## src/rtl/marker_pkg.sv

```systemverilog
`default_nettype none
// ============================================================================
// Module      : marker_pkg
// Description : Shared FSM state encoding and accumulator sizing for the
//               marker frame controller.
// Revision    : 1.0 - initial release
// ============================================================================
package marker_pkg;

    typedef enum logic [2:0] {
        ROW_ACTIVE = 3'd0,
        ROW_COMMIT = 3'd1,
        FRAME_EVAL = 3'd2,
        DIV_X      = 3'd3,
        DIV_Y      = 3'd4,
        CLEAR      = 3'd5
    } state_t;

    // Accumulator width large enough for a full frame of coordinate sums
    function automatic int acc_w_calc(input int width, input int height);
        return $clog2(width * height) + 1;
    endfunction

    localparam int ACC_W = acc_w_calc(1024, 768);

endpackage
`default_nettype wire

```

## src/rtl/marker_frame_ctrl_if.sv

```systemverilog
`default_nettype none
// ============================================================================
// Module      : marker_frame_ctrl_if
// Description : Raster position, detector handshake and fused marker outputs.
// Revision    : 1.0 - initial release
// ============================================================================
interface marker_frame_ctrl_if #(
    parameter int SCREEN_WIDTH  = 1024,
    parameter int SCREEN_HEIGHT = 768,
    parameter int MAX_WIDTH     = 100
);
    localparam int c_HCNT_W = $clog2(SCREEN_WIDTH) + 1;
    localparam int c_VCNT_W = $clog2(SCREEN_HEIGHT) + 1;
    localparam int c_WID_W  = $clog2(MAX_WIDTH) + 1;

    logic [c_HCNT_W-1:0] hcount_in;
    logic [c_VCNT_W-1:0] vcount_in;
    logic                det_rst_out;
    logic                det_done_in;
    logic [c_HCNT_W-1:0] det_coord_in;
    logic [c_WID_W-1:0]  det_width_in;
    logic [10:0]         det_prob_in;
    logic [c_HCNT_W-1:0] marker_x_out;
    logic [c_VCNT_W-1:0] marker_y_out;
    logic [c_WID_W-1:0]  marker_width_out;
    logic                marker_found_out;
    logic                marker_valid_out;

    modport slave (
        input  hcount_in, vcount_in, det_done_in, det_coord_in,
               det_width_in, det_prob_in,
        output det_rst_out, marker_x_out, marker_y_out, marker_width_out,
               marker_found_out, marker_valid_out
    );

    modport master (
        output hcount_in, vcount_in, det_done_in, det_coord_in,
               det_width_in, det_prob_in,
        input  det_rst_out, marker_x_out, marker_y_out, marker_width_out,
               marker_found_out, marker_valid_out
    );

endinterface
`default_nettype wire

```

## src/rtl/seq_divider.sv

```systemverilog
`default_nettype none
// ============================================================================
// Module      : seq_divider
// Description : Restoring unsigned divider, one quotient bit per cycle.
//               done/quotient are valid during the final iteration cycle.
// Revision    : 1.0 - initial release
// ============================================================================
module seq_divider #(
    parameter int WIDTH = 21
) (
    input  wire logic             clk_in,
    input  wire logic             rst_in,
    input  wire logic             start,
    input  wire logic [WIDTH-1:0] dividend,
    input  wire logic [WIDTH-1:0] divisor,
    output logic                  done,
    output logic [WIDTH-1:0]      quotient
);
    localparam int c_CNT_W = $clog2(WIDTH + 1);

    logic               r_busy;
    logic [c_CNT_W-1:0] r_cnt;
    logic [WIDTH-1:0]   r_rem;
    logic [WIDTH-1:0]   r_quo;
    logic [WIDTH-1:0]   r_dvs;

    logic [WIDTH:0]     w_shift;
    logic               w_ge;
    logic [WIDTH:0]     w_rem_next;
    logic [WIDTH-1:0]   w_quo_next;
    logic               w_unused;

    // Remainder never exceeds the divisor, so its top bit is always zero
    assign w_shift    = {r_rem, r_quo[WIDTH-1]};
    assign w_ge       = (w_shift >= {1'b0, r_dvs});
    assign w_rem_next = w_ge ? (w_shift - {1'b0, r_dvs}) : w_shift;
    assign w_quo_next = {r_quo[WIDTH-2:0], w_ge};
    assign w_unused   = w_rem_next[WIDTH];

    assign done     = r_busy && (r_cnt == c_CNT_W'(1));
    assign quotient = w_quo_next;

    always_ff @(posedge clk_in or posedge rst_in) begin
        if (rst_in) begin
            r_busy <= 1'b0;
            r_cnt  <= '0;
            r_rem  <= '0;
            r_quo  <= '0;
            r_dvs  <= '0;
        end else if (start) begin
            r_busy <= 1'b1;
            r_cnt  <= c_CNT_W'(WIDTH);
            r_rem  <= '0;
            r_quo  <= dividend;
            r_dvs  <= divisor;
        end else if (r_busy) begin
            r_rem <= w_rem_next[WIDTH-1:0];
            r_quo <= w_quo_next;
            r_cnt <= r_cnt - c_CNT_W'(1);
            if (r_cnt == c_CNT_W'(1)) begin
                r_busy <= 1'b0;
            end
        end
    end

endmodule
`default_nettype wire

```

## src/rtl/marker_frame_ctrl.sv

```systemverilog
`default_nettype none
// ============================================================================
// Module      : marker_frame_ctrl
// Description : Sequences the per-row stripe detector, picks the best hit per
//               row and fuses clustered rows into one marker per frame.
//               Define MARKER_HOLD_EN to keep the last valid position on a
//               failing frame.
// Revision    : 1.0 - initial release
// ============================================================================
module marker_frame_ctrl
    import marker_pkg::*;
#(
    parameter int SCREEN_WIDTH  = 1024,
    parameter int SCREEN_HEIGHT = 768,
    parameter int MAX_WIDTH     = 100,
    parameter int PROB_THRES    = 40,
    parameter int X_TOL         = 16,
    parameter int MIN_ROWS      = 4
) (
    input  wire logic          clk_in,
    input  wire logic          rst_in,
    marker_frame_ctrl_if.slave bus
);
    localparam int c_HCNT_W = $clog2(SCREEN_WIDTH) + 1;
    localparam int c_VCNT_W = $clog2(SCREEN_HEIGHT) + 1;
    localparam int c_WID_W  = $clog2(MAX_WIDTH) + 1;
    localparam int c_HITS_W = $clog2(SCREEN_HEIGHT) + 1;
    localparam int c_ACC_W  = acc_w_calc(SCREEN_WIDTH, SCREEN_HEIGHT);

    state_t r_state;
    state_t w_next;

    logic                r_cand_valid;
    logic [c_HCNT_W-1:0] r_cand_coord;
    logic [c_WID_W-1:0]  r_cand_width;
    logic [10:0]         r_cand_prob;
    logic [c_VCNT_W-1:0] r_row_v;

    logic [c_ACC_W-1:0]  r_sum_x;
    logic [c_ACC_W-1:0]  r_sum_y;
    logic [c_HITS_W-1:0] r_hits;
    logic [c_HCNT_W-1:0] r_last_x;
    logic [c_WID_W-1:0]  r_wmax;
    logic                r_armed;

    logic                r_det_rst;
    logic [c_HCNT_W-1:0] r_qx;
    logic [c_HCNT_W-1:0] r_marker_x;
    logic [c_VCNT_W-1:0] r_marker_y;
    logic [c_WID_W-1:0]  r_marker_w;
    logic                r_found;
    logic                r_valid;

    logic                w_row_start;
    logic                w_row_end;
    logic                w_active_row;
    logic                w_cand_hit;
    logic [c_HCNT_W-1:0] w_dist;
    logic                w_accept;
    logic                w_enough;
    logic                w_div_start;
    logic                w_div_done;
    logic [c_ACC_W-1:0]  w_div_dividend;
    logic [c_ACC_W-1:0]  w_div_divisor;
    logic [c_ACC_W-1:0]  w_div_quo;
    logic                w_unused;

    assign w_row_start  = (bus.hcount_in == '0);
    assign w_row_end    = (bus.hcount_in == c_HCNT_W'(SCREEN_WIDTH - 1));
    assign w_active_row = (bus.vcount_in < c_VCNT_W'(SCREEN_HEIGHT));

    // Strictly-lower probability replaces the stored hit, so ties keep the first
    assign w_cand_hit = bus.det_done_in && !w_row_start && (r_state == ROW_ACTIVE)
                     && (bus.det_prob_in <= 11'(PROB_THRES))
                     && (!r_cand_valid || (bus.det_prob_in < r_cand_prob));

    assign w_dist   = (r_cand_coord >= r_last_x) ? (r_cand_coord - r_last_x)
                                                 : (r_last_x - r_cand_coord);
    assign w_accept = r_cand_valid && ((r_hits == '0) || (w_dist < c_HCNT_W'(X_TOL)));
    assign w_enough = (r_hits >= c_HITS_W'(MIN_ROWS));

    assign w_div_dividend = (r_state == DIV_X) ? r_sum_y : r_sum_x;
    assign w_div_divisor  = c_ACC_W'(r_hits);
    assign w_unused       = ^w_div_quo;

    seq_divider #(
        .WIDTH (c_ACC_W)
    ) u_div (
        .clk_in   (clk_in),
        .rst_in   (rst_in),
        .start    (w_div_start),
        .dividend (w_div_dividend),
        .divisor  (w_div_divisor),
        .done     (w_div_done),
        .quotient (w_div_quo)
    );

    always_ff @(posedge clk_in or posedge rst_in) begin
        if (rst_in) begin
            r_state <= ROW_ACTIVE;
        end else begin
            r_state <= w_next;
        end
    end

    always_comb begin
        w_next      = r_state;
        w_div_start = 1'b0;
        case (r_state)
            ROW_ACTIVE: begin
                if (w_row_end && w_active_row) begin
                    w_next = ROW_COMMIT;
                end
            end
            ROW_COMMIT: begin
                // A frame entered mid-way (after reset) is discarded unevaluated
                if (r_row_v == c_VCNT_W'(SCREEN_HEIGHT - 1)) begin
                    w_next = r_armed ? FRAME_EVAL : CLEAR;
                end else begin
                    w_next = ROW_ACTIVE;
                end
            end
            FRAME_EVAL: begin
                if (w_enough) begin
                    w_div_start = 1'b1;
                    w_next      = DIV_X;
                end else begin
                    w_next = CLEAR;
                end
            end
            DIV_X: begin
                if (w_div_done) begin
                    w_div_start = 1'b1;
                    w_next      = DIV_Y;
                end
            end
            DIV_Y: begin
                if (w_div_done) begin
                    w_next = CLEAR;
                end
            end
            CLEAR: begin
                w_next = ROW_ACTIVE;
            end
            default: begin
                w_next = ROW_ACTIVE;
            end
        endcase
    end

    always_ff @(posedge clk_in or posedge rst_in) begin
        if (rst_in) begin
            r_det_rst <= 1'b1;
        end else begin
            r_det_rst <= w_row_start || !w_active_row || (r_state != ROW_ACTIVE);
        end
    end

    always_ff @(posedge clk_in or posedge rst_in) begin
        if (rst_in) begin
            r_cand_valid <= 1'b0;
            r_cand_coord <= '0;
            r_cand_width <= '0;
            r_cand_prob  <= '0;
            r_row_v      <= '0;
        end else begin
            if (w_row_start) begin
                r_cand_valid <= 1'b0;
            end else if (w_cand_hit) begin
                r_cand_valid <= 1'b1;
                r_cand_coord <= bus.det_coord_in;
                r_cand_width <= bus.det_width_in;
                r_cand_prob  <= bus.det_prob_in;
            end
            // Row number is captured at row end so commit is immune to vcount advancing
            if ((r_state == ROW_ACTIVE) && w_row_end) begin
                r_row_v <= bus.vcount_in;
            end
        end
    end

    always_ff @(posedge clk_in or posedge rst_in) begin
        if (rst_in) begin
            r_sum_x  <= '0;
            r_sum_y  <= '0;
            r_hits   <= '0;
            r_last_x <= '0;
            r_wmax   <= '0;
            r_armed  <= 1'b0;
        end else begin
            if ((r_state == ROW_ACTIVE) && w_row_start && (bus.vcount_in == '0)) begin
                r_armed <= 1'b1;
            end
            if ((r_state == ROW_COMMIT) && w_accept) begin
                r_sum_x  <= r_sum_x + c_ACC_W'(r_cand_coord);
                r_sum_y  <= r_sum_y + c_ACC_W'(r_row_v);
                r_hits   <= r_hits + c_HITS_W'(1);
                r_last_x <= r_cand_coord;
                if (r_cand_width > r_wmax) begin
                    r_wmax <= r_cand_width;
                end
            end
            if (r_state == CLEAR) begin
                r_sum_x  <= '0;
                r_sum_y  <= '0;
                r_hits   <= '0;
                r_last_x <= '0;
                r_wmax   <= '0;
                r_armed  <= 1'b0;
            end
        end
    end

    always_ff @(posedge clk_in or posedge rst_in) begin
        if (rst_in) begin
            r_qx       <= '0;
            r_marker_x <= '0;
            r_marker_y <= '0;
            r_marker_w <= '0;
            r_found    <= 1'b0;
            r_valid    <= 1'b0;
        end else begin
            r_valid <= 1'b0;
            if ((r_state == FRAME_EVAL) && !w_enough) begin
                r_found <= 1'b0;
                r_valid <= 1'b1;
`ifndef MARKER_HOLD_EN
                r_marker_x <= '0;
                r_marker_y <= '0;
                r_marker_w <= '0;
`endif
            end
            if ((r_state == DIV_X) && w_div_done) begin
                r_qx <= w_div_quo[c_HCNT_W-1:0];
            end
            if ((r_state == DIV_Y) && w_div_done) begin
                r_marker_x <= r_qx;
                r_marker_y <= w_div_quo[c_VCNT_W-1:0];
                r_marker_w <= r_wmax;
                r_found    <= 1'b1;
                r_valid    <= 1'b1;
            end
        end
    end

    assign bus.det_rst_out      = r_det_rst;
    assign bus.marker_x_out     = r_marker_x;
    assign bus.marker_y_out     = r_marker_y;
    assign bus.marker_width_out = r_marker_w;
    assign bus.marker_found_out = r_found;
    assign bus.marker_valid_out = r_valid;

endmodule
`default_nettype wire

```

## src/flat_wrapper.sv

```systemverilog
// flat-port wrapper written by rule: the top's interface ports become plain ports
module marker_frame_ctrl_flat import marker_pkg::*;
#(
    parameter int SCREEN_WIDTH  = 1024,
    parameter int SCREEN_HEIGHT = 768,
    parameter int MAX_WIDTH     = 100,
    parameter int PROB_THRES    = 40,
    parameter int X_TOL         = 16,
    parameter int MIN_ROWS      = 4
)
  (clk_in, rst_in, bus_hcount_in, bus_vcount_in, bus_det_done_in, bus_det_coord_in, bus_det_width_in, bus_det_prob_in, bus_det_rst_out, bus_marker_x_out, bus_marker_y_out, bus_marker_width_out, bus_marker_found_out, bus_marker_valid_out);
  marker_frame_ctrl_if #(.SCREEN_WIDTH(SCREEN_WIDTH), .SCREEN_HEIGHT(SCREEN_HEIGHT), .MAX_WIDTH(MAX_WIDTH)) bus_i ();
  input  wire logic clk_in;
  input  wire logic rst_in;
  input wire logic [$bits(bus_i.hcount_in)-1:0] bus_hcount_in;
  input wire logic [$bits(bus_i.vcount_in)-1:0] bus_vcount_in;
  input wire logic [$bits(bus_i.det_done_in)-1:0] bus_det_done_in;
  input wire logic [$bits(bus_i.det_coord_in)-1:0] bus_det_coord_in;
  input wire logic [$bits(bus_i.det_width_in)-1:0] bus_det_width_in;
  input wire logic [$bits(bus_i.det_prob_in)-1:0] bus_det_prob_in;
  output wire logic [$bits(bus_i.det_rst_out)-1:0] bus_det_rst_out;
  output wire logic [$bits(bus_i.marker_x_out)-1:0] bus_marker_x_out;
  output wire logic [$bits(bus_i.marker_y_out)-1:0] bus_marker_y_out;
  output wire logic [$bits(bus_i.marker_width_out)-1:0] bus_marker_width_out;
  output wire logic [$bits(bus_i.marker_found_out)-1:0] bus_marker_found_out;
  output wire logic [$bits(bus_i.marker_valid_out)-1:0] bus_marker_valid_out;
  assign bus_i.hcount_in = bus_hcount_in;
  assign bus_i.vcount_in = bus_vcount_in;
  assign bus_i.det_done_in = bus_det_done_in;
  assign bus_i.det_coord_in = bus_det_coord_in;
  assign bus_i.det_width_in = bus_det_width_in;
  assign bus_i.det_prob_in = bus_det_prob_in;
  assign bus_det_rst_out = bus_i.det_rst_out;
  assign bus_marker_x_out = bus_i.marker_x_out;
  assign bus_marker_y_out = bus_i.marker_y_out;
  assign bus_marker_width_out = bus_i.marker_width_out;
  assign bus_marker_found_out = bus_i.marker_found_out;
  assign bus_marker_valid_out = bus_i.marker_valid_out;
  marker_frame_ctrl #(.SCREEN_WIDTH(SCREEN_WIDTH), .SCREEN_HEIGHT(SCREEN_HEIGHT), .MAX_WIDTH(MAX_WIDTH), .PROB_THRES(PROB_THRES), .X_TOL(X_TOL), .MIN_ROWS(MIN_ROWS)) u_core (.clk_in(clk_in), .rst_in(rst_in), .bus(bus_i));
endmodule
```

## config.mk

```make
export PLATFORM = sky130hd
export DESIGN_NAME = marker_frame_ctrl_flat
export DESIGN_NICKNAME = d
export VERILOG_FILES = /design/src/rtl/marker_pkg.sv /design/src/rtl/marker_frame_ctrl_if.sv /design/src/rtl/seq_divider.sv /design/src/rtl/marker_frame_ctrl.sv /design/src/flat_wrapper.sv
export SDC_FILE = /design/constraint.sdc
export NUM_CORES = 1
export LEC_CHECK = 0
export CORE_ASPECT_RATIO = 1.4
export CORE_MARGIN = 2
export CORE_UTILIZATION = 64
export CTS_CLUSTER_DIAMETER = 40
export DETAILED_ROUTE_END_ITERATION = 16
export PLACE_DENSITY = 0.86
export RECOVER_POWER = 50
export SLEW_MARGIN = 20
export SYNTH_ARGS = -nofsm -noshare
export SYNTH_HDL_FRONTEND = slang
export SYNTH_SLANG_ARGS = --single-unit
```

## constraint.sdc

```tcl
create_clock -name clk_in -period 18.7 [get_ports clk_in]
set_input_delay 1.87 -clock clk_in [delete_from_list [all_inputs] [get_ports clk_in]]
set_output_delay 1.87 -clock clk_in [all_outputs]
set_load 0.01 [all_outputs]
```

Word-level counts from Yosys, hierarchy flattened
Index checks and enable logic that the tools add are counted.

word-level totals
  output and inout port bits = 33
  input port bits = 55
  register bits = 221
  logic and storage cells = 133

operators by class
  reduce and logical (&&, ||, !) cells = 36
  $lt $le $gt $ge = 8
  add/sub/neg operators = 7
  equal/unequal tests = 11
  muxes and demuxes = 46
  bitwise operators = 1

operators by type and width
  operator                                                             count
  two-way mux 21 bit                                                   10
  two-way mux 11 bit                                                   8
  adder 21 x 11 -> 21 bit                                              2
  two-way mux 8 bit                                                    5
  zero test 11 bit                                                     3
  equality test 11 x 10 -> 1 bit (second input constant)               2
  greater-or-equal comparator 22 x 11 -> 1 bit                         1
  subtractor 11 bit                                                    2
  subtractor 21 x 11 -> 21 bit                                         1
  two-way mux 3 bit                                                    6
  one-hot mux 3 bit (5 select lines)                                   1
  logical AND 1 bit                                                    14
  two-way mux 1 bit                                                    13
  nonzero test 2 bit                                                   6
  adder 11 x 1 -> 11 bit (second input constant)                       1
  greater-or-equal comparator 11 bit                                   1
  greater-or-equal comparator 11 x 3 -> 1 bit (second input constant)  1
  less-or-equal comparator 11 x 6 -> 1 bit (second input constant)     1
  less-than comparator 11 x 10 -> 1 bit (second input constant)        1
  less-than comparator 11 bit                                          1
  less-than comparator 11 x 5 -> 1 bit (second input constant)         1
  two-way mux 5 bit                                                    2
  > comparator 8 bit                                                   1
  equality test 3 x 2 -> 1 bit (second input constant)                 2
  13 further kinds                                                     23

Longest topological paths before layout
  depth after elaboration = 8
  mapped depth = 15
  depth with buffers taken out = 12

Hierarchy
A second synthesis with hierarchy kept.

unflattened totals
  cell total of the unflattened synthesis = 1437
  area, all modules = 13725.7 µm²

by module, submodules not included
  module             area an instance (µm²)  cells each  instances  sequential area each (µm²)
  marker_frame_ctrl  9282.7                  937         1          4055.1
  seq_divider        4443.0                  500         1          1726.7

Worst setup path before layout
OpenSTA, ideal clock, no wires.

  kind = input to register
  start point = in bus_det_prob_in[1]
  end point = reg u_core.r_cand_coord[0]
  path slack = 14.381 ns
  stages on the path = 10
  data required time = 18.575 ns
  library setup time = 0.125 ns
  buffers on the path = 1
  arrival = 4.195 ns
  cell sequence = ha_1 a21o_1 a21o_1 a21o_1 a21o_1 a21oi_1 o21ai_0 a2111oi_0 clkbuf_1 mux2_2

on the way
  cells in the longest elaborated chain, start to end = 4
  elaborated cells between the ends (all ways) = 6
  those cells by class = order compare (2); reduce/logical (4)

ends and longest elaborated chain
  element                                                                                  line                                              RTL
  start: declaration                                                                       flat_wrapper.sv:20                                input wire logic [$bits(bus_i.det_prob_in)-1:0] bus_det_prob_in;
  less-or-equal comparator 11 x 6 -> 1 bit or less-than comparator 11 bit (tied branches)  marker_frame_ctrl.sv:74, marker_frame_ctrl.sv:75
  logical AND 1 bit or logical OR 1 bit (tied branches)                                    marker_frame_ctrl.sv:74, marker_frame_ctrl.sv:75
  logical AND 1 bit (*)                                                                    marker_frame_ctrl.sv:75                           && (!r_cand_valid || (bus.det_prob_in < r_cand_prob));
  AND reduction 2 bit (no line) (*)                                                        -
  end signal: assignment                                                                   marker_frame_ctrl.sv:171                          r_cand_coord <= bus.det_coord_in;
  end: declaration                                                                         marker_frame_ctrl.sv:34                           logic [c_HCNT_W-1:0] r_cand_coord;

Every way passes the cells marked *; elsewhere a longest branch is shown, timed or not.
A chain may end at the register's enable or synchronous reset.

==> summary.txt <==
fin nets = 1502
die footprint = 20700 sq um
htree depth = 1
skew final = 0.0167 ns
Critical Path Source Type = input port
hold crit path type = reg -> reg
fmax = 123 MHz
Setup violations, final = 0
CTS Buffer Depth = 3
dpl cells = 1587
row count = 60
most frequent cells in the layout = dfrtp_1 (219), nand2_1 (133), o21ai_0 (90), inv_1 (89), clkdlybuf4s50_1 (85)
number of flops mapped to enable cells by yosys = 0
number of diodes = 0
leakage power = 6.45 nW
largest net degree at the start of global routing = 94
status = complete, but fails checks
initial antenna violation count = 0
Final ANT Viol Nets = 0
Num CTS Buffers = 27
Synth Flop Type = dfrtp_1
clock-pin slew on the worst setup and hold paths = 0.06 ns
fin crit period = 8.11 ns
final instance area = 14400 sq um
starting density of the core = 65.1%
DR vias = 10200
Post-CTS Setup Inserts = 0
Critical Path RT = 19.24 ns
Max-Cap Viols = 3
Hold Violations, Final = 0
post-DP HPWL = 21200 microns
CTS tree = yes
GRT Overall Usage = 29.7%
P per Cell Area = 82.1 nW/um^2
Sink Count = 221
most common cell after layout, fill and taps aside = dfrtp_1
Worst-Skew Late Latency = 0.53 ns
Crit. End Element = async pin
first-pass GRT wire length = 49400 microns
Synth async-reset ratio = 100%
I/O Buffers = 87
drt first pass iters = 5
period utilization = 43.4%
final wirelength = 30100 microns
1st-iter DRT viols = 829
Cells after Synth = 1307
crit path max fanout = 86
remaining routing DRC violations = 0
Die H = 169 microns
Placed Area = 13500 sq um
cts repair resizes = 0
violated checks = max-capacitance violations, max-slew violations
Mapped Avg Cell Area = 9.57 sq um
max-slew violation count = 239
RSZ-0062 raised after global routing = no
Setup TNS = 0 ns
pre-CTS WS = 13.91 ns
post-synthesis sequential area ratio = 44.2%
mapped cell area = 12500 sq um
clock root buffer master = clkbuf_16
multi-input logic area = 6380 sq um
share of layout cells above drive strength 1 = 9.44%
Final Non-Filler Cells = 1636
Seq. cell area = 5530 sq um
Cell variety after synth = 73
GPL Wtd Cong = 0.874
vias in the first global route = 10100
Area Growth Syn to Fin = 14.9%
Die X = 122 microns
Synth Register Bits = 221
net count after synthesis = 1441
Yosys Warn Count = 0
Crit path arrival time = 8.66 ns
hold buffer count at cts = 0
Vias/cell = 6.24
Max VDD drop = 0.0712 mV
worst slew pin tran = 4.21 ns
Core Area = 19200 sq um
filler instances = 1374
worst setup path class = in -> async
GR Overflow Total = 0
worst rel slew slack = -181%
Avg WL per Cell = 18.4 microns
overall power = 1.18 mW
Boundary Pins = 88
worst setup margin = 10.59 ns
sequential cells by signal, indices dropped and copies added (netlist names), 21 cells and up:
register            count
u_core.u_div.r_rem     21
u_core.r_sum_x         21
u_core.u_div.r_quo     21
u_core.r_sum_y         21
power by group:
group          leakage, nW  internal [mW]  total [mW]  switching (mW)
registers             3.03          0.493       0.508          0.0154
clock network        0.422          0.274       0.495           0.221
logic                 3.00         0.0730       0.176           0.103
total                 6.45          0.841        1.18           0.339
kinds of logic (layout without fill, tap and decap cells):
family          Yosys count  after routing  synth area share (%)
simple gates            413            413                  16.8
compound gates          334            334                  17.7
flops                   221            221                  44.2
buf+inv                 156            237                  4.81
fa+ha+maj                79             79                  8.08
mux                      59             59                  5.24
xor+xnor                 45             45                  3.15
worst max-delay path: stages:
cell and delay (ns):
dlygate4sd3_1 0.55, clkinvlp_2 2.09, clkbuf_1 3.10, buf_4 0.93
through the flow:
step           hold WS, ns  util [%]
6_report             0.494      74.8
5_1_grt              0.520      74.8
4_1_cts              0.496      75.0
3_5_place_dp         0.484      70.5
3_3_place_gp         0.462      70.5
2_1_floorplan        0.450         -
cells in the mapped netlist, drive strengths merged, types with 25 or more instances:
cell type  instances  share of area (%)
nor2              67                2.1
ha                76                7.6
a21oi             69                2.8
o21ai             91                3.7
clkbuf            55                1.7
nand3             59                2.4
inv               90                2.7
nand2            133                4.0
a211oi            35                2.1
mux2              52                4.7
dfrtp            220                 44
nor2b             28                1.5
a31oi             26                1.3
xnor2             25                1.8
a22o              32                2.2
path summary, 6_finish.rpt:
path	startpoint	to	slack (ns)	depth (start not counted)
hold reg to reg	u_core.r_qx[0]	u_core.r_qx[0]	0.49	2
setup / recovery	rst_in	u_core.u_div.r_busy	10.59	4
max in group clk_in	u_core.u_div.r_cnt[1]	u_core.u_div.r_dvs[10]	13.72	8
setup reg to reg	u_core.u_div.r_cnt[1]	u_core.u_div.r_dvs[10]	13.72	8
min in group asynchronous	rst_in	u_core.r_hits[6]	2.90	2
hold / removal	u_core.r_qx[0]	u_core.r_qx[0]	0.49	2
layout make-up:
class | count | area share, %
clock buffers | 28 | 4.73
well taps | 248 | 2.16
repair buffers | 98 | 6.56
inverters | 90 | 2.36
clock inverters | 21 | 1.28
flip-flops and latches | 221 | 38.5
multi-input cells | 930 | 44.4
layer usage:
metal	GRT usage, %	wire, microns	vias up
met5	0	0	-
met4	13.8	1460	0
met3	3.46	1310	82
met2	51.9	15400	286
met1	36.6	11900	4998
li1	-	-	4835
No activity file was read; power rests on OpenSTA's default activity.
